<file path="src/rtl/cpu_pkg.sv">
// Shared definitions for the hardwired control unit: widths, opcode and
// ALU-select encodings, the microstep state type and opcode-class helpers.
package cpu_pkg;

   localparam int OPW   = 5;   // opcode field width, IR[31:27]
   localparam int ASELW = 4;   // ALU_select width

   // Opcodes
   localparam logic [OPW-1:0] OP_LD   = 5'd0;
   localparam logic [OPW-1:0] OP_LDI  = 5'd1;
   localparam logic [OPW-1:0] OP_ST   = 5'd2;
   localparam logic [OPW-1:0] OP_ADD  = 5'd3;
   localparam logic [OPW-1:0] OP_SUB  = 5'd4;
   localparam logic [OPW-1:0] OP_AND  = 5'd5;
   localparam logic [OPW-1:0] OP_OR   = 5'd6;
   localparam logic [OPW-1:0] OP_SHR  = 5'd7;
   localparam logic [OPW-1:0] OP_SHRA = 5'd8;
   localparam logic [OPW-1:0] OP_SHL  = 5'd9;
   localparam logic [OPW-1:0] OP_ROR  = 5'd10;
   localparam logic [OPW-1:0] OP_ROL  = 5'd11;
   localparam logic [OPW-1:0] OP_ADDI = 5'd12;
   localparam logic [OPW-1:0] OP_ANDI = 5'd13;
   localparam logic [OPW-1:0] OP_ORI  = 5'd14;
   localparam logic [OPW-1:0] OP_MUL  = 5'd15;
   localparam logic [OPW-1:0] OP_DIV  = 5'd16;
   localparam logic [OPW-1:0] OP_NEG  = 5'd17;
   localparam logic [OPW-1:0] OP_NOT  = 5'd18;
   localparam logic [OPW-1:0] OP_BR   = 5'd19;
   localparam logic [OPW-1:0] OP_JR   = 5'd20;
   localparam logic [OPW-1:0] OP_IN   = 5'd22;
   localparam logic [OPW-1:0] OP_OUT  = 5'd23;
   localparam logic [OPW-1:0] OP_MFHI = 5'd24;
   localparam logic [OPW-1:0] OP_MFLO = 5'd25;
   localparam logic [OPW-1:0] OP_NOP  = 5'd26;
   localparam logic [OPW-1:0] OP_HALT = 5'd27;

   // ALU operation codes
   localparam logic [ASELW-1:0] ALU_ADD  = 4'd0;
   localparam logic [ASELW-1:0] ALU_SUB  = 4'd1;
   localparam logic [ASELW-1:0] ALU_AND  = 4'd2;
   localparam logic [ASELW-1:0] ALU_OR   = 4'd3;
   localparam logic [ASELW-1:0] ALU_SHR  = 4'd4;
   localparam logic [ASELW-1:0] ALU_SHRA = 4'd5;
   localparam logic [ASELW-1:0] ALU_SHL  = 4'd6;
   localparam logic [ASELW-1:0] ALU_ROR  = 4'd7;
   localparam logic [ASELW-1:0] ALU_ROL  = 4'd8;
   localparam logic [ASELW-1:0] ALU_MUL  = 4'd9;
   localparam logic [ASELW-1:0] ALU_DIV  = 4'd10;
   localparam logic [ASELW-1:0] ALU_NEG  = 4'd11;
   localparam logic [ASELW-1:0] ALU_NOT  = 4'd12;

   // Microstep states
   typedef enum logic [3:0] {
      S_RST, T0, T1, T2, T3, T4, T5, T6, T7, S_HALT
   } state_t;

   // One-bit strobes decoded per microstep (ALU_select is carried separately)
   typedef struct packed {
      logic run;
      logic gra, grb, grc, rin, rout, ba_out;
      logic pc_out, zlow_out, zhi_out, lo_out, hi_out, mdr_out, in_port_out, c_out;
      logic pc_in, inc_pc, ir_in, y_in, z_in, hi_in, lo_in, mar_in, mdr_in, out_port_in, con_in;
      logic read, write;
   } ctrl_t;

   // Register-register ALU ops: three execute steps through Y and Z
   function automatic logic is_ralu(input logic [OPW-1:0] op);
      return op inside {OP_ADD, OP_SUB, OP_AND, OP_OR, OP_SHR, OP_SHRA,
                        OP_SHL, OP_ROR, OP_ROL};
   endfunction

   // Immediate ALU ops: second operand comes from the C field
   function automatic logic is_ialu(input logic [OPW-1:0] op);
      return op inside {OP_ADDI, OP_ANDI, OP_ORI};
   endfunction

   // Single-operand ALU ops
   function automatic logic is_unary(input logic [OPW-1:0] op);
      return op inside {OP_NEG, OP_NOT};
   endfunction

   // Ops producing a 64-bit result split across LO and HI
   function automatic logic is_muldiv(input logic [OPW-1:0] op);
      return op inside {OP_MUL, OP_DIV};
   endfunction

   // Final microstep of each opcode's execute sequence; everything not
   // listed (single-step ops, nop, halt, undefined) finishes in T3.
   function automatic state_t last_step(input logic [OPW-1:0] op);
      state_t s;
      s = T3;
      if (is_ralu(op) || is_ialu(op)) s = T5;
      else if (is_unary(op))          s = T4;
      else if (is_muldiv(op))         s = T6;
      else if (op == OP_LD)           s = T7;
      else if (op == OP_LDI)          s = T5;
      else if (op == OP_ST)           s = T7;
      else if (op == OP_BR)           s = T6;
      return s;
   endfunction

endpackage

</file>
<file path="src/rtl/control_unit_if.sv">
// Control-unit to datapath signal bundle. The control unit is the master:
// it consumes IR/CON_FF/stop and drives every datapath strobe.
interface control_unit_if;

   logic [31:0]              IR;
   logic                     CON_FF;
   logic                     stop;

   logic                     run;
   logic                     Gra, Grb, Grc, Rin, Rout, BAout;
   logic                     PCout, ZLOWout, ZHIout, LOout, HIout, MDRout, inPortout, Cout;
   logic                     PC_in, Inc_PC, IR_in, Y_in, Z_in, HI_in, LO_in, MAR_in, MDR_in;
   logic                     outPort_in, CON_in;
   logic                     read, write;
   logic [cpu_pkg::ASELW-1:0] ALU_select;

   modport master (
      input  IR, CON_FF, stop,
      output run,
      output Gra, Grb, Grc, Rin, Rout, BAout,
      output PCout, ZLOWout, ZHIout, LOout, HIout, MDRout, inPortout, Cout,
      output PC_in, Inc_PC, IR_in, Y_in, Z_in, HI_in, LO_in, MAR_in, MDR_in,
      output outPort_in, CON_in,
      output read, write,
      output ALU_select
   );

   modport slave (
      output IR, CON_FF, stop,
      input  run,
      input  Gra, Grb, Grc, Rin, Rout, BAout,
      input  PCout, ZLOWout, ZHIout, LOout, HIout, MDRout, inPortout, Cout,
      input  PC_in, Inc_PC, IR_in, Y_in, Z_in, HI_in, LO_in, MAR_in, MDR_in,
      input  outPort_in, CON_in,
      input  read, write,
      input  ALU_select
   );

endinterface

</file>
<file path="src/rtl/control_unit_op_to_alusel.sv">
// Combinational map from opcode to the ALU operation it needs. Opcodes that
// do not use the ALU (and the address adds of ld/st/br) fall back to ADD.
module op_to_alusel
   import cpu_pkg::*;
(
   input  logic [OPW-1:0]   op,
   output logic [ASELW-1:0] alu_sel
);

   // Opcode to ALU operation lookup
   always_comb begin
      alu_sel = ALU_ADD;
      case (op)
         OP_ADD, OP_ADDI: alu_sel = ALU_ADD;
         OP_SUB:          alu_sel = ALU_SUB;
         OP_AND, OP_ANDI: alu_sel = ALU_AND;
         OP_OR,  OP_ORI:  alu_sel = ALU_OR;
         OP_SHR:          alu_sel = ALU_SHR;
         OP_SHRA:         alu_sel = ALU_SHRA;
         OP_SHL:          alu_sel = ALU_SHL;
         OP_ROR:          alu_sel = ALU_ROR;
         OP_ROL:          alu_sel = ALU_ROL;
         OP_MUL:          alu_sel = ALU_MUL;
         OP_DIV:          alu_sel = ALU_DIV;
         OP_NEG:          alu_sel = ALU_NEG;
         OP_NOT:          alu_sel = ALU_NOT;
         default:         alu_sel = ALU_ADD;
      endcase
   end

endmodule

</file>
<file path="src/rtl/control_unit.sv">
// Hardwired multi-cycle control unit. A microstep counter walks the shared
// fetch (T0-T2) and then the opcode's execute steps; strobes are a pure
// decode of the current step and opcode so that clr silences them at once.
module control_unit
   import cpu_pkg::*;
(
   input  logic          clk,
   input  logic          clr,
   control_unit_if.master bus
);

   state_t            state_q, state_d;
   logic              stop_q, stop_d;
   logic [OPW-1:0]    op;
   logic [ASELW-1:0]  op_alu;
   logic [ASELW-1:0]  alu_sel;
   state_t            last;
   state_t            end_state;
   ctrl_t             ctl;

   assign op   = bus.IR[31:27];
   assign last = last_step(op);

   op_to_alusel u_alusel (
      .op      (op),
      .alu_sel (op_alu)
   );

   // Next microstep and sticky stop request
   always_comb begin
      stop_d    = stop_q | bus.stop;
      end_state = (op == OP_HALT || stop_d) ? S_HALT : T0;
      state_d   = state_q;
      case (state_q)
         S_RST:   state_d = T0;
         T0:      state_d = T1;
         T1:      state_d = T2;
         T2:      state_d = T3;
         T3:      state_d = (last == T3) ? end_state : T4;
         T4:      state_d = (last == T4) ? end_state : T5;
         T5:      state_d = (last == T5) ? end_state : T6;
         T6:      state_d = (last == T6) ? end_state : T7;
         T7:      state_d = end_state;
         S_HALT:  state_d = S_HALT;
         default: state_d = S_RST;
      endcase
   end

   // State and stop latch, cleared asynchronously by clr
   always_ff @(posedge clk or posedge clr) begin
      if (clr) begin
         state_q <= S_RST;
         stop_q  <= 1'b0;
      end else begin
         state_q <= state_d;
         stop_q  <= stop_d;
      end
   end

   // Strobe decode for the current microstep and opcode
   always_comb begin
      ctl     = '0;
      alu_sel = ALU_ADD;
      ctl.run = (state_q != S_RST) && (state_q != S_HALT);
      case (state_q)
         T0: begin ctl.pc_out = 1'b1; ctl.mar_in = 1'b1; ctl.inc_pc = 1'b1; end
         T1: begin ctl.read = 1'b1; ctl.mdr_in = 1'b1; end
         T2: begin ctl.mdr_out = 1'b1; ctl.ir_in = 1'b1; end
         T3: begin
            if (is_ralu(op) || is_ialu(op)) begin
               ctl.grb = 1'b1; ctl.rout = 1'b1; ctl.y_in = 1'b1;
            end else if (is_unary(op)) begin
               ctl.grb = 1'b1; ctl.rout = 1'b1; ctl.z_in = 1'b1; alu_sel = op_alu;
            end else if (is_muldiv(op)) begin
               ctl.gra = 1'b1; ctl.rout = 1'b1; ctl.y_in = 1'b1;
            end else if (op == OP_LD || op == OP_LDI || op == OP_ST) begin
               ctl.grb = 1'b1; ctl.ba_out = 1'b1; ctl.y_in = 1'b1;
            end else if (op == OP_BR) begin
               ctl.gra = 1'b1; ctl.rout = 1'b1; ctl.con_in = 1'b1;
            end else if (op == OP_JR) begin
               ctl.gra = 1'b1; ctl.rout = 1'b1; ctl.pc_in = 1'b1;
            end else if (op == OP_IN) begin
               ctl.in_port_out = 1'b1; ctl.gra = 1'b1; ctl.rin = 1'b1;
            end else if (op == OP_OUT) begin
               ctl.gra = 1'b1; ctl.rout = 1'b1; ctl.out_port_in = 1'b1;
            end else if (op == OP_MFHI) begin
               ctl.hi_out = 1'b1; ctl.gra = 1'b1; ctl.rin = 1'b1;
            end else if (op == OP_MFLO) begin
               ctl.lo_out = 1'b1; ctl.gra = 1'b1; ctl.rin = 1'b1;
            end
         end
         T4: begin
            if (is_ralu(op)) begin
               ctl.grc = 1'b1; ctl.rout = 1'b1; ctl.z_in = 1'b1; alu_sel = op_alu;
            end else if (is_ialu(op)) begin
               ctl.c_out = 1'b1; ctl.z_in = 1'b1; alu_sel = op_alu;
            end else if (is_unary(op)) begin
               ctl.zlow_out = 1'b1; ctl.gra = 1'b1; ctl.rin = 1'b1;
            end else if (is_muldiv(op)) begin
               ctl.grb = 1'b1; ctl.rout = 1'b1; ctl.z_in = 1'b1; alu_sel = op_alu;
            end else if (op == OP_LD || op == OP_LDI || op == OP_ST) begin
               ctl.c_out = 1'b1; ctl.z_in = 1'b1;
            end else if (op == OP_BR) begin
               ctl.pc_out = 1'b1; ctl.y_in = 1'b1;
            end
         end
         T5: begin
            if (is_ralu(op) || is_ialu(op) || op == OP_LDI) begin
               ctl.zlow_out = 1'b1; ctl.gra = 1'b1; ctl.rin = 1'b1;
            end else if (is_muldiv(op)) begin
               ctl.zlow_out = 1'b1; ctl.lo_in = 1'b1;
            end else if (op == OP_LD || op == OP_ST) begin
               ctl.zlow_out = 1'b1; ctl.mar_in = 1'b1;
            end else if (op == OP_BR) begin
               ctl.c_out = 1'b1; ctl.z_in = 1'b1;
            end
         end
         T6: begin
            if (is_muldiv(op)) begin
               ctl.zhi_out = 1'b1; ctl.hi_in = 1'b1;
            end else if (op == OP_LD) begin
               ctl.read = 1'b1; ctl.mdr_in = 1'b1;
            end else if (op == OP_ST) begin
               ctl.gra = 1'b1; ctl.rout = 1'b1; ctl.mdr_in = 1'b1;
            end else if (op == OP_BR) begin
               // branch target is in Z; the CON result decides whether PC takes it
               ctl.zlow_out = 1'b1; ctl.pc_in = bus.CON_FF;
            end
         end
         T7: begin
            if (op == OP_LD) begin
               ctl.mdr_out = 1'b1; ctl.gra = 1'b1; ctl.rin = 1'b1;
            end else if (op == OP_ST) begin
               ctl.write = 1'b1;
            end
         end
         default: ;
      endcase
   end

   assign bus.run        = ctl.run;
   assign bus.Gra        = ctl.gra;
   assign bus.Grb        = ctl.grb;
   assign bus.Grc        = ctl.grc;
   assign bus.Rin        = ctl.rin;
   assign bus.Rout       = ctl.rout;
   assign bus.BAout      = ctl.ba_out;
   assign bus.PCout      = ctl.pc_out;
   assign bus.ZLOWout    = ctl.zlow_out;
   assign bus.ZHIout     = ctl.zhi_out;
   assign bus.LOout      = ctl.lo_out;
   assign bus.HIout      = ctl.hi_out;
   assign bus.MDRout     = ctl.mdr_out;
   assign bus.inPortout  = ctl.in_port_out;
   assign bus.Cout       = ctl.c_out;
   assign bus.PC_in      = ctl.pc_in;
   assign bus.Inc_PC     = ctl.inc_pc;
   assign bus.IR_in      = ctl.ir_in;
   assign bus.Y_in       = ctl.y_in;
   assign bus.Z_in       = ctl.z_in;
   assign bus.HI_in      = ctl.hi_in;
   assign bus.LO_in      = ctl.lo_in;
   assign bus.MAR_in     = ctl.mar_in;
   assign bus.MDR_in     = ctl.mdr_in;
   assign bus.outPort_in = ctl.out_port_in;
   assign bus.CON_in     = ctl.con_in;
   assign bus.read       = ctl.read;
   assign bus.write      = ctl.write;
   assign bus.ALU_select = alu_sel;

endmodule
</file>
<file path="src/flat_wrapper.sv">
// flat-port wrapper written by rule: the top's interface ports become plain ports
module control_unit_flat import cpu_pkg::*;
  (clk, clr, bus_IR, bus_CON_FF, bus_stop, bus_run, bus_Gra, bus_Grb, bus_Grc, bus_Rin, bus_Rout, bus_BAout, bus_PCout, bus_ZLOWout, bus_ZHIout, bus_LOout, bus_HIout, bus_MDRout, bus_inPortout, bus_Cout, bus_PC_in, bus_Inc_PC, bus_IR_in, bus_Y_in, bus_Z_in, bus_HI_in, bus_LO_in, bus_MAR_in, bus_MDR_in, bus_outPort_in, bus_CON_in, bus_read, bus_write, bus_ALU_select);
  control_unit_if bus_i ();
  input  logic clk;
  input  logic clr;
  input wire logic [$bits(bus_i.IR)-1:0] bus_IR;
  input wire logic [$bits(bus_i.CON_FF)-1:0] bus_CON_FF;
  input wire logic [$bits(bus_i.stop)-1:0] bus_stop;
  output wire logic [$bits(bus_i.run)-1:0] bus_run;
  output wire logic [$bits(bus_i.Gra)-1:0] bus_Gra;
  output wire logic [$bits(bus_i.Grb)-1:0] bus_Grb;
  output wire logic [$bits(bus_i.Grc)-1:0] bus_Grc;
  output wire logic [$bits(bus_i.Rin)-1:0] bus_Rin;
  output wire logic [$bits(bus_i.Rout)-1:0] bus_Rout;
  output wire logic [$bits(bus_i.BAout)-1:0] bus_BAout;
  output wire logic [$bits(bus_i.PCout)-1:0] bus_PCout;
  output wire logic [$bits(bus_i.ZLOWout)-1:0] bus_ZLOWout;
  output wire logic [$bits(bus_i.ZHIout)-1:0] bus_ZHIout;
  output wire logic [$bits(bus_i.LOout)-1:0] bus_LOout;
  output wire logic [$bits(bus_i.HIout)-1:0] bus_HIout;
  output wire logic [$bits(bus_i.MDRout)-1:0] bus_MDRout;
  output wire logic [$bits(bus_i.inPortout)-1:0] bus_inPortout;
  output wire logic [$bits(bus_i.Cout)-1:0] bus_Cout;
  output wire logic [$bits(bus_i.PC_in)-1:0] bus_PC_in;
  output wire logic [$bits(bus_i.Inc_PC)-1:0] bus_Inc_PC;
  output wire logic [$bits(bus_i.IR_in)-1:0] bus_IR_in;
  output wire logic [$bits(bus_i.Y_in)-1:0] bus_Y_in;
  output wire logic [$bits(bus_i.Z_in)-1:0] bus_Z_in;
  output wire logic [$bits(bus_i.HI_in)-1:0] bus_HI_in;
  output wire logic [$bits(bus_i.LO_in)-1:0] bus_LO_in;
  output wire logic [$bits(bus_i.MAR_in)-1:0] bus_MAR_in;
  output wire logic [$bits(bus_i.MDR_in)-1:0] bus_MDR_in;
  output wire logic [$bits(bus_i.outPort_in)-1:0] bus_outPort_in;
  output wire logic [$bits(bus_i.CON_in)-1:0] bus_CON_in;
  output wire logic [$bits(bus_i.read)-1:0] bus_read;
  output wire logic [$bits(bus_i.write)-1:0] bus_write;
  output wire logic [$bits(bus_i.ALU_select)-1:0] bus_ALU_select;
  assign bus_i.IR = bus_IR;
  assign bus_i.CON_FF = bus_CON_FF;
  assign bus_i.stop = bus_stop;
  assign bus_run = bus_i.run;
  assign bus_Gra = bus_i.Gra;
  assign bus_Grb = bus_i.Grb;
  assign bus_Grc = bus_i.Grc;
  assign bus_Rin = bus_i.Rin;
  assign bus_Rout = bus_i.Rout;
  assign bus_BAout = bus_i.BAout;
  assign bus_PCout = bus_i.PCout;
  assign bus_ZLOWout = bus_i.ZLOWout;
  assign bus_ZHIout = bus_i.ZHIout;
  assign bus_LOout = bus_i.LOout;
  assign bus_HIout = bus_i.HIout;
  assign bus_MDRout = bus_i.MDRout;
  assign bus_inPortout = bus_i.inPortout;
  assign bus_Cout = bus_i.Cout;
  assign bus_PC_in = bus_i.PC_in;
  assign bus_Inc_PC = bus_i.Inc_PC;
  assign bus_IR_in = bus_i.IR_in;
  assign bus_Y_in = bus_i.Y_in;
  assign bus_Z_in = bus_i.Z_in;
  assign bus_HI_in = bus_i.HI_in;
  assign bus_LO_in = bus_i.LO_in;
  assign bus_MAR_in = bus_i.MAR_in;
  assign bus_MDR_in = bus_i.MDR_in;
  assign bus_outPort_in = bus_i.outPort_in;
  assign bus_CON_in = bus_i.CON_in;
  assign bus_read = bus_i.read;
  assign bus_write = bus_i.write;
  assign bus_ALU_select = bus_i.ALU_select;
  control_unit u_core (.clk(clk), .clr(clr), .bus(bus_i));
endmodule
</file>
<file path="config.mk">
export PLATFORM = sky130hd
export DESIGN_NAME = control_unit_flat
export DESIGN_NICKNAME = d
export VERILOG_FILES = /design/src/rtl/cpu_pkg.sv /design/src/rtl/control_unit_if.sv /design/src/rtl/control_unit_op_to_alusel.sv /design/src/rtl/control_unit.sv /design/src/flat_wrapper.sv
export SDC_FILE = /design/constraint.sdc
export NUM_CORES = 1
export LEC_CHECK = 0
export ABC_AREA = 1
export CORE_MARGIN = 2
export CORE_UTILIZATION = 38
export DETAILED_ROUTE_END_ITERATION = 7
export MAX_ROUTING_LAYER = met4
export PLACE_DENSITY = 0.81
export RECOVER_POWER = 100
export SETUP_SLACK_MARGIN = 0.1
export SYNTH_ARGS = -nofsm -noshare
export SYNTH_HDL_FRONTEND = slang
export SYNTH_HIERARCHICAL = 1
export SYNTH_SLANG_ARGS = --single-unit
</file>
<file path="constraint.sdc">
create_clock -name clk -period 2 [get_ports clk]
set_clock_uncertainty 0.2 [all_clocks]
set_input_delay 0.3 -clock clk [delete_from_list [all_inputs] [get_ports clk]]
set_output_delay 0.3 -clock clk [all_outputs]
set_load 0.05 [all_outputs]
</file>
==> results of run 1 <==
## kinds of logic after synthesis
| logic type | count (synthesis) | share of synthesized area, % |
|---|---|---|
| and+or+nand+nor | 119 | 54.3 |
| buffers and inverters | 45 | 16.5 |
| AOI/OAI and AO/OA | 25 | 13.8 |
| DFF | 5 | 11.0 |
| adders and majority gates | 4 | 4.40 |
## synthesized netlist by cell type, drive strengths merged
cell	n	area [um^2]
nand4	5	31.3
nand2	37	166
clkinv	1	3.75
a21oi	7	46.3
a22oi	2	15.0
o221ai	2	17.5
nand3	32	188
nor2	39	190
ha	4	50.1
nor3	5	36.3
dfrtp	5	125
o31ai	1	7.51
a31oi	3	18.8
inv	41	154
o22ai	2	12.5
buf	3	30.0
or2	1	6.26
o21ai	8	40.0
## through the flow
stage | utilization [%] | cell area, um^2 | hold slack (ps) | TNS (ps)
floorplan | - | 1230 | -121 | -1780
global placement | 83.3 | 2340 | 242 | -9710
detailed placement | 83.3 | 2340 | 267 | -11210
==> insert_results.sql, run 1 <==
INSERT INTO impl_metrics (metric_group, metric, value, unit) VALUES
('logic_synthesis', 'post_synth_inst_count', '198', ''),
('clocking', 'max-clock-path-buffers', '2', ''),
('logic_synthesis', 'synth.cell_area', '1140', 'um^2'),
('outcome', 'flow.first_error', '[ERROR DPL-0033] detailed placement checks failed during check placement.', ''),
('clocking', 'htreeDepth', '1', ''),
('outcome', 'haltStage', 'clock tree synthesis', ''),
('logic_synthesis', 'post_synth.cell_area_avg', '5.75', 'um^2'),
('clocking', 'post_cts_hold_buffer_count', '0', ''),
('logic_synthesis', 'synth_sequential_area_ratio', '11.0', '%'),
('die', 'std_cell_rows', '19', ''),
('clocking', 'buffers_inserted_during_post_cts_setup_optimization', '17', ''),
('logic_synthesis', 'synth.distinct_cells', '30', ''),
('die', 'die_w', '58.7', 'um'),
('placed_design', 'io_buffers', '40', ''),
('placed_design', 'place_congestion', '0.948', ''),
('die', 'io_pins', '68', ''),
('clocking', 'ctsRootBufferMaster', 'sky130_fd_sc_hd__clkbuf_4', ''),
('die', 'initial_utilization', '40.6', '%'),
('outcome', 'run_status', 'did not finish', ''),
('die', 'dieHeight', '58.7', 'um'),
('logic_synthesis', 'synth-seq-cells', '5', ''),
('logic_synthesis', 'synthesis.nets', '238', ''),
('clocking', 'cts_sinks', '5', ''),
('clocking', 'numCtsBuffers', '3', ''),
('placed_design', 'place_hpwl', '3.61', 'mm'),
('placed_design', 'dp_cells', '315', ''),
('clocking', 'cts_resized', '77', ''),
('logic_synthesis', 'synth_warnings', '6', ''),
('placed_design', 'post-place-ws', '-511', 'ps');
==> inputs of run 2 (changes only) <==
- CORE_AREA: unset -> 2 2 63 65
- CORE_MARGIN: 2 -> unset
- CORE_UTILIZATION: 38 -> unset
- DIE_AREA: unset -> 0 0 65 67
- MAX_ROUTING_LAYER: met4 -> unset
- PLACE_DENSITY: 0.81 -> unset
- PLACE_DENSITY_LB_ADDON: unset -> 0.15
- SETUP_SLACK_MARGIN: 0.1 -> unset
==> run 2 against run 1 <==
Against the previous run: synthesized area unchanged; the flow now finishes, with violations (setup timing); synthesized cell count unchanged.
==> insert_results.sql, run 2 <==
INSERT INTO impl_metrics (metric_group, metric, value, unit) VALUES
('outcome', 'run_status', 'finished, violations left', ''),
('outcome', 'violated_checks', 'setup timing', ''),
('logic_synthesis', 'synth_sequential_area_ratio', '11.0', '%'),
('global_route', 'globalRouteTotalUtil', '25.0', '%'),
('final_layout', 'post_route_cells_drive_above_1_share', '66.9', '%'),
('drt', 'm1WireLength', '2.15', 'mm'),
('final_layout', 'largest_register_ff_count', '4', ''),
('die', 'dieHeight', '67', 'um'),
('critical_path', 'cp.required', '1500', 'ps'),
('global_route', 'grt_first_pass_wirelength', '8.41', 'mm'),
('final_layout', 'antenna_cells', '0', ''),
('critical_path', 'endpoint_kind', 'primary output', ''),
('critical_path', 'r2r-end', 'u_core/state_q[3]', ''),
('drt', 'detail_route.wl_per_cell', '16.0', 'um'),
('drt', 'drt_iter0_drc', '132', ''),
('final_layout', 'synthToLayoutAreaGrowth', '158', '%'),
('die', 'die_area', '4360', 'um^2'),
('final_layout', 'register_containing_the_most_flip_flops_in_the_final_layout', 'u_core/state_q', ''),
('clocking', 'numCtsBuffers', '3', ''),
('run', 'drv.max_cap_violation_count', '0', ''),
('global_route', 'grt_overflow_total', '0', ''),
('logic_synthesis', 'post_synth_inst_count', '198', ''),
('clocking', 'htreeDepth', '1', ''),
('critical_path', 'critical-path-slowest-cell', 'sky130_fd_sc_hd__dfrtp_1', ''),
('critical_path', 'worst_path_largest_cell_delay', '460', 'ps'),
('logic_synthesis', 'synth_commonest_cells', 'sky130_fd_sc_hd__nor2_1, sky130_fd_sc_hd__nand2_1, sky130_fd_sc_hd__nand3_1', ''),
('timing', 'tightest_slew', '321', 'ps'),
('clocking', 'post_cts_hold_buffer_count', '0', ''),
('placed_design', 'placement.cell_area', '2410', 'um^2'),
('logic_synthesis', 'synth.most_common_cell', 'sky130_fd_sc_hd__nor2_1', ''),
('power_and_ir_drop', 'worst_ir_drop_vdd', '490', 'uV'),
('timing', 'period_minus_slack', '2300', 'ps'),
('drt', 'detailroute.via_count', '1878', ''),
('logic_synthesis', 'synth_top_area_share', '12.3', '%'),
('drt', 'route.detailed.drc', '0', ''),
('final_layout', 'num-nets-final', '358', ''),
('die', 'floorplan.core_area', '3610', 'um^2'),
('final_layout', 'final_core_utilization', '81.4', '%'),
('placed_design', 'io_buffers', '40', ''),
('critical_path', 'critical_path_arrival', '1800', 'ps'),
('timing', 'final.hold.worst_slack', '207', 'ps'),
('logic_synthesis', 'synth_flop_type', 'sky130_fd_sc_hd__dfrtp_1', ''),
('critical_path', 'critical_path.top_delay_family', 'buffers and inverters', ''),
('logic_synthesis', 'synth_enable_flop_cells', '0', ''),
('placed_design', 'place_hpwl', '3.66', 'mm'),
('clocking', 'cts_tree', 'yes', ''),
('placed_design', 'place_congestion', '0.918', ''),
('final_layout', 'layout_commonest_cell', 'sky130_fd_sc_hd__buf_4', ''),
('final_layout', 'postLayoutCellArea', '2930', 'um^2'),
('logic_synthesis', 'synthesis.nets', '238', ''),
('timing', 'rsz0062_at_grt', 'true', ''),
('logic_synthesis', 'post_synth.cell_area_avg', '5.75', 'um^2'),
('die', 'initial_utilization', '31.6', '%'),
('logic_synthesis', 'post_synth_main_area_contributors', 'sky130_fd_sc_hd__nand3_1, sky130_fd_sc_hd__dfrtp_1, sky130_fd_sc_hd__nor2_1, sky130_fd_sc_hd__nand2_1, sky130_fd_sc_hd__inv_1', ''),
('logic_synthesis', 'synth.distinct_cells', '30', ''),
('logic_synthesis', 'async_reset_ff_share', '100', '%'),
('clocking', 'worst_setup_hold_path_clk_slew', '40', 'ps'),
('die', 'io_pins', '68', ''),
('critical_path', 'category_of_the_critical_setup_timing_path', 'flop to primary output', ''),
('timing', 'fin_tns_setup', '-5510', 'ps'),
('clocking', 'max-clock-path-buffers', '2', ''),
('final_layout', 'largestRegisters', 'u_core/state_q x4, u_core/stop_q x1', ''),
('power_and_ir_drop', 'power.leakage', '1.37', 'nW'),
('drt', 'route.antenna.remaining_nets', '0', ''),
('logic_synthesis', 'synth.cell_area', '1140', 'um^2'),
('timing', 'setup_viol', '30', ''),
('placed_design', 'post-place-ws', '-526', 'ps'),
('critical_path', 'timing.reg2reg.setup_slack', '120', 'ps'),
('timing', 'drv_slew', '0', ''),
('power_and_ir_drop', 'power.total', '2.78', 'mW'),
('logic_synthesis', 'synth_warnings', '6', ''),
('global_route', 'first_global_vias', '1759', ''),
('critical_path', 'wp_buf_inv', '6', ''),
('drt', 'met2_wirelength', '3.09', 'mm'),
('logic_synthesis', 'synth-seq-cells', '5', ''),
('clocking', 'ctsRootBufferMaster', 'sky130_fd_sc_hd__clkbuf_8', ''),
('logic_synthesis', 'synth_top_area_cell', 'sky130_fd_sc_hd__nand3_1', ''),
('drt', 'first_pass_drt_iterations', '4', ''),
('critical_path', 'r2r_cells', '10', ''),
('placed_design', 'dp_cells', '343', ''),
('critical_path', 'critical_path.max_fanout', '6', ''),
('drt', 'top_layer', 'met4', ''),
('timing', 'timing.final.hold_violations', '0', ''),
('critical_path', 'start_kind', 'flop', ''),
('die', 'die_w', '65', 'um'),
('timing', 'timing.fmax', '0.434', 'GHz'),
('timing', 'post-route-worst-setup-slack', '-303', 'ps'),
('global_route', 'maximum_number_of_pins_on_one_net_before_global_route_repair', '8', ''),
('die', 'std_cell_rows', '22', ''),
('timing', 'slew-limit-headroom', '78.6', '%'),
('worst_hold_path', 'hold_path_class', 'input pin to asynchronous set/reset pin', ''),
('timing', 'fin_crit_sh', '115', '%'),
('clocking', 'cts_sinks', '5', ''),
('drt', 'avgViaCountPerCell', '5.15', ''),
('critical_path', 'path_cells', 'inv_2 > nor2_4 > inv_2 > nor2_4 > inv_4 > buf_4 > o22ai_2 > buf_4 > buf_12', ''),
('final_layout', 'stdcell_count', '365', ''),
('critical_path', 'ff_to_ff_start', 'u_core/state_q[0]', ''),
('clocking', 'insertion_delay', '220', 'ps'),
('final_layout', 'layout_common_cells', 'sky130_fd_sc_hd__buf_4, sky130_fd_sc_hd__buf_12, sky130_fd_sc_hd__nand2_1, sky130_fd_sc_hd__nand3_1, sky130_fd_sc_hd__inv_1', ''),
('power_and_ir_drop', 'powerDensity', '947', 'nW/um^2'),
('global_route', 'grt_antenna_before_repair', '0', ''),
('drt', 'routed_wirelength', '5.82', 'mm'),
('drt', 'wl_met3', '431', 'um');
==> run 2: logic make-up after synthesis <==
kind of cell	Yosys count	synth area share, %
flops	5	11.0
fa+ha+maj	4	4.40
simple gates	119	54.3
buf+inv	45	16.5
compound gates	25	13.8
==> run 2: where the power goes <==
group	total [mW]	internal [mW]	switching, mW	leakage, nW
Sequential	0.205	0.143	0.0620	0.0581
Clock	0.185	0.137	0.0487	0.0228
Combinational	2.39	1.06	1.33	1.29
==> run 2: worst max-delay path by stage <==
stage	start	to	slack [ps]	cells after the start
after global placement	bus_IR[27]	bus_ALU_select[1]	-500	8
after floorplan	u_core/state_q[1]	bus_Grb	-200	5
after global routing	u_core/state_q[0]	bus_Grb	-330	9
after CTS	u_core/state_q[0]	bus_Grb	-100	9
after detailed placement	bus_IR[27]	bus_ALU_select[1]	-530	8
final	u_core/state_q[0]	bus_Grb	-300	9
==> run 2: layout make-up <==
class / count / area [um^2]
Clock buffer: 4 / 45.0
Fill cell: 222 / 672
Inverter: 42 / 174
Multi-Input combinational cell: 148 / 1210
Sequential cell: 5 / 126
Tap cell: 48 / 60.1
Timing Repair Buffer: 118 / 1320
==> run 2: timing repair <==
item                                    CTS  global route
buffers inserted                          9            11
endpoints found under the setup margin   32            31
gates resized for setup                  71            32
pin swaps                                15            15
==> run 2: routing by layer <==
metal,up-vias,GRT usage (%)
met1,867,29.4
met5,-,0
met2,101,45.9
li1,893,-
met3,17,4.90
met4,0,6.38
Note: power is estimated with default switching activity, not from simulation.
==> inputs of run 3 (changes only) <==
- ABC_AREA: 1 -> unset
==> run 3 against run 2 <==
Against the previous run: the flow finishes with violations (DRC, setup timing); first-iteration DRC count up 27%; largest cell class is now multi-input combinational cells; power shrank 0.49%; core utilization rose by 3.6 points; via count up 2.4%; cell area rose by 4.5%; highest routed layer unchanged.
==> insert_results.sql, run 3 <==
INSERT INTO impl_metrics (metric_group, metric, value, unit) VALUES
('outcome', 'run_status', 'finished, violations left', ''),
('outcome', 'violated_checks', 'DRC, setup timing', ''),
('clocking', 'numCtsBuffers', '3', ''),
('logic_synthesis', 'synth_simple_gate_area_share', '40.6', '%'),
('clocking', 'insertion_delay', '240', 'ps'),
('final_layout', 'antenna_cells', '0', ''),
('timing', 'period_minus_slack', '2260', 'ps'),
('logic_synthesis', 'synth_flop_type', 'sky130_fd_sc_hd__dfrtp_1', ''),
('drt', 'detailroute.via_count', '1923', ''),
('placed_design', 'io_buffers', '40', ''),
('timing', 'fin_tns_setup', '-4150', 'ps'),
('logic_synthesis', 'async_reset_ff_share', '100', '%'),
('final_layout', 'synthToLayoutAreaGrowth', '163', '%'),
('logic_synthesis', 'xor_and_xnor_area_share_after_synthesis', '2.25', '%'),
('logic_synthesis', 'synth.most_common_cell', 'sky130_fd_sc_hd__nor2_1', ''),
('die', 'floorplan.core_area', '3610', 'um^2'),
('clocking', 'cts_sinks', '5', ''),
('logic_synthesis', 'synth_commonest_cells', 'sky130_fd_sc_hd__nor2_1, sky130_fd_sc_hd__nand2_1, sky130_fd_sc_hd__a21oi_1', ''),
('final_layout', 'post_route_cells_drive_above_1_share', '66.9', '%'),
('logic_synthesis', 'synth_warnings', '6', ''),
('timing', 'post-route-worst-setup-slack', '-265', 'ps'),
('critical_path', 'critical_path.max_fanout', '4', ''),
('die', 'die_area', '4360', 'um^2'),
('die', 'std_cell_rows', '22', ''),
('clocking', 'htreeDepth', '1', ''),
('global_route', 'grt_first_pass_wirelength', '9.76', 'mm'),
('timing', 'slew-limit-headroom', '66.3', '%'),
('global_route', 'grt_antenna_before_repair', '0', ''),
('logic_synthesis', 'synthesis.nets', '220', ''),
('critical_path', 'endpoint_kind', 'primary output', ''),
('clocking', 'cts_tree', 'yes', ''),
('logic_synthesis', 'post_synth.cell_area_avg', '6.49', 'um^2'),
('clocking', 'ctsRootBufferMaster', 'sky130_fd_sc_hd__clkbuf_8', ''),
('drt', 'route.antenna.remaining_nets', '0', ''),
('drt', 'drt_iter0_drc', '168', ''),
('logic_synthesis', 'synth.cell_area', '1170', 'um^2'),
('global_route', 'maximum_number_of_pins_on_one_net_before_global_route_repair', '19', ''),
('drt', 'route.detailed.drc', '1', ''),
('power_and_ir_drop', 'power.total', '2.76', 'mW'),
('logic_synthesis', 'synth_top_area_share', '10.7', '%'),
('final_layout', 'num-nets-final', '325', ''),
('placed_design', 'dp_cells', '313', ''),
('logic_synthesis', 'compound_gate_portion_of_the_synthesized_area', '31.8', '%'),
('clocking', 'worst_setup_hold_path_clk_slew', '40', 'ps'),
('timing', 'timing.final.hold_violations', '0', ''),
('logic_synthesis', 'synthAdderAreaFrac', '4.29', '%'),
('clocking', 'max-clock-path-buffers', '2', ''),
('critical_path', 'cp.required', '1500', 'ps'),
('drt', 'avgViaCountPerCell', '5.79', ''),
('drt', 'detail_route.wl_per_cell', '19.4', 'um'),
('die', 'io_pins', '68', ''),
('die', 'die_w', '65', 'um'),
('timing', 'fin_crit_sh', '113', '%'),
('final_layout', 'largestRegisters', 'u_core/state_q x4, u_core/stop_q x1', ''),
('logic_synthesis', 'post_synth_main_area_contributors', 'sky130_fd_sc_hd__dfrtp_1, sky130_fd_sc_hd__nor2_1, sky130_fd_sc_hd__nand2_1, sky130_fd_sc_hd__a21oi_1, sky130_fd_sc_hd__ha_1', ''),
('global_route', 'first_global_vias', '1990', ''),
('power_and_ir_drop', 'powerDensity', '902', 'nW/um^2'),
('final_layout', 'stdcell_count', '332', ''),
('logic_synthesis', 'synth_enable_flop_cells', '0', ''),
('timing', 'drv_slew', '0', ''),
('final_layout', 'layout_common_cells', 'sky130_fd_sc_hd__buf_4, sky130_fd_sc_hd__buf_12, sky130_fd_sc_hd__buf_6, sky130_fd_sc_hd__nand2_1, sky130_fd_sc_hd__nor2_4', ''),
('die', 'initial_utilization', '32.4', '%'),
('placed_design', 'place_congestion', '0.905', ''),
('timing', 'rsz0062_at_grt', 'true', ''),
('final_layout', 'largest_register_ff_count', '4', ''),
('timing', 'timing.fmax', '0.442', 'GHz'),
('power_and_ir_drop', 'power.leakage', '1.26', 'nW'),
('logic_synthesis', 'muxShareOfSynthArea', '0', '%'),
('worst_hold_path', 'hold_path_class', 'input pin to asynchronous set/reset pin', ''),
('final_layout', 'register_containing_the_most_flip_flops_in_the_final_layout', 'u_core/state_q', ''),
('logic_synthesis', 'synth_sequential_area_ratio', '10.7', '%'),
('critical_path', 'start_kind', 'flop', ''),
('global_route', 'globalRouteTotalUtil', '29.6', '%'),
('logic_synthesis', 'synth-seq-cells', '5', ''),
('critical_path', 'category_of_the_critical_setup_timing_path', 'flop to primary output', ''),
('die', 'dieHeight', '67', 'um'),
('drt', 'first_pass_drt_iterations', '6', ''),
('critical_path', 'critical_path_arrival', '1760', 'ps'),
('drt', 'routed_wirelength', '6.45', 'mm'),
('timing', 'setup_viol', '29', ''),
('power_and_ir_drop', 'worst_ir_drop_vdd', '497', 'uV'),
('timing', 'tightest_slew', '500', 'ps'),
('logic_synthesis', 'synth_top_area_cell', 'sky130_fd_sc_hd__dfrtp_1', ''),
('placed_design', 'place_hpwl', '4.18', 'mm'),
('logic_synthesis', 'synth.distinct_cells', '48', ''),
('final_layout', 'final_core_utilization', '85.0', '%'),
('run', 'drv.max_cap_violation_count', '0', ''),
('final_layout', 'layout_commonest_cell', 'sky130_fd_sc_hd__buf_4', ''),
('logic_synthesis', 'post_synth_inst_count', '180', ''),
('global_route', 'grt_overflow_total', '0', ''),
('logic_synthesis', 'synth_top_family_by_area', 'simple AND/OR/NAND/NOR gates', '');
[run 3: cell types whose count changed after synthesis, sizes merged, moves of 4 or more]
cell   delta
and3      +4
nand3    -26
nand2    -18
and2      +8
nor2b     +7
buf      +10
o31ai     +5
a21oi     +5
nor2     -16
inv      -32
[run 3: metal layers]
layer	global-route usage, %	wire, um
met5	0	0
met4	19.9	333
met3	5.41	463
met2	52.8	3260
met1	31.7	2390
[run 3: layout make-up]
cell class / count / area (um^2)
Sequential cell: 5 / 128
Timing Repair Buffer: 115 / 1330
Tap cell: 48 / 60.1
Multi-Input combinational cell: 151 / 1470
Inverter: 9 / 33.8
Fill cell: 191 / 541
Clock buffer: 4 / 45.0
[run 3: final timing paths]
| path | startpoint | to | slack [ps] | cells after the start |
|---|---|---|---|---|
| max | u_core/state_q[1] | bus_PC_in | -260 | 6 |
| min | clr | u_core/state_q[0] | 200 | 2 |
| max reg2reg | u_core/state_q[1] | u_core/state_q[3] | 160 | 7 |
| min reg2reg | u_core/stop_q | u_core/stop_q | 270 | 1 |
| max in group asynchronous | clr | u_core/state_q[1] | 1200 | 2 |
| min in group clk | u_core/stop_q | u_core/stop_q | 270 | 1 |
[run 3: logic make-up after synthesis]
logic type,count (synthesis)
xor gates and xnor gates,3
buffers and inverters,24
DFF,5
adders and majority gates,4
and+or+nand+nor,90
AOI/OAI and AO/OA,54
[run 3: worst max-delay path, cell delays in order (launching register included)]
cell and delay [ps]:
sky130_fd_sc_hd__dfrtp_2 440, sky130_fd_sc_hd__nor3b_4 310, sky130_fd_sc_hd__buf_4 180, sky130_fd_sc_hd__nand4_1 120
sky130_fd_sc_hd__buf_6 170, sky130_fd_sc_hd__o22ai_4 160, sky130_fd_sc_hd__buf_12 160
[run 3: metrics by stage]
step | hold WS (ps) | instance area [um^2] | worst slack, ps
2_1_floorplan | -121 | 1480 | -141
3_3_place_gp | 252 | 2570 | -642
3_5_place_dp | 248 | 2570 | -661
4_1_cts | 66.8 | 2990 | -225
5_1_grt | 235 | 3070 | -309
6_report | 205 | 3070 | -265
[run 3: power by group]
part	internal, mW	leakage (nW)	switching [mW]
registers	0.139	0.0565	0.0498
logic	1.05	1.18	1.32
clock network	0.138	0.0228	0.0635
[run 3: timing repair]
action / in CTS / in global routing
resized for setup: 97 / 12
hold buffers: 0 / 0
buffers inserted: 11 / 5
pin swaps: 24 / 11
setup endpoints to repair: 34 / 31
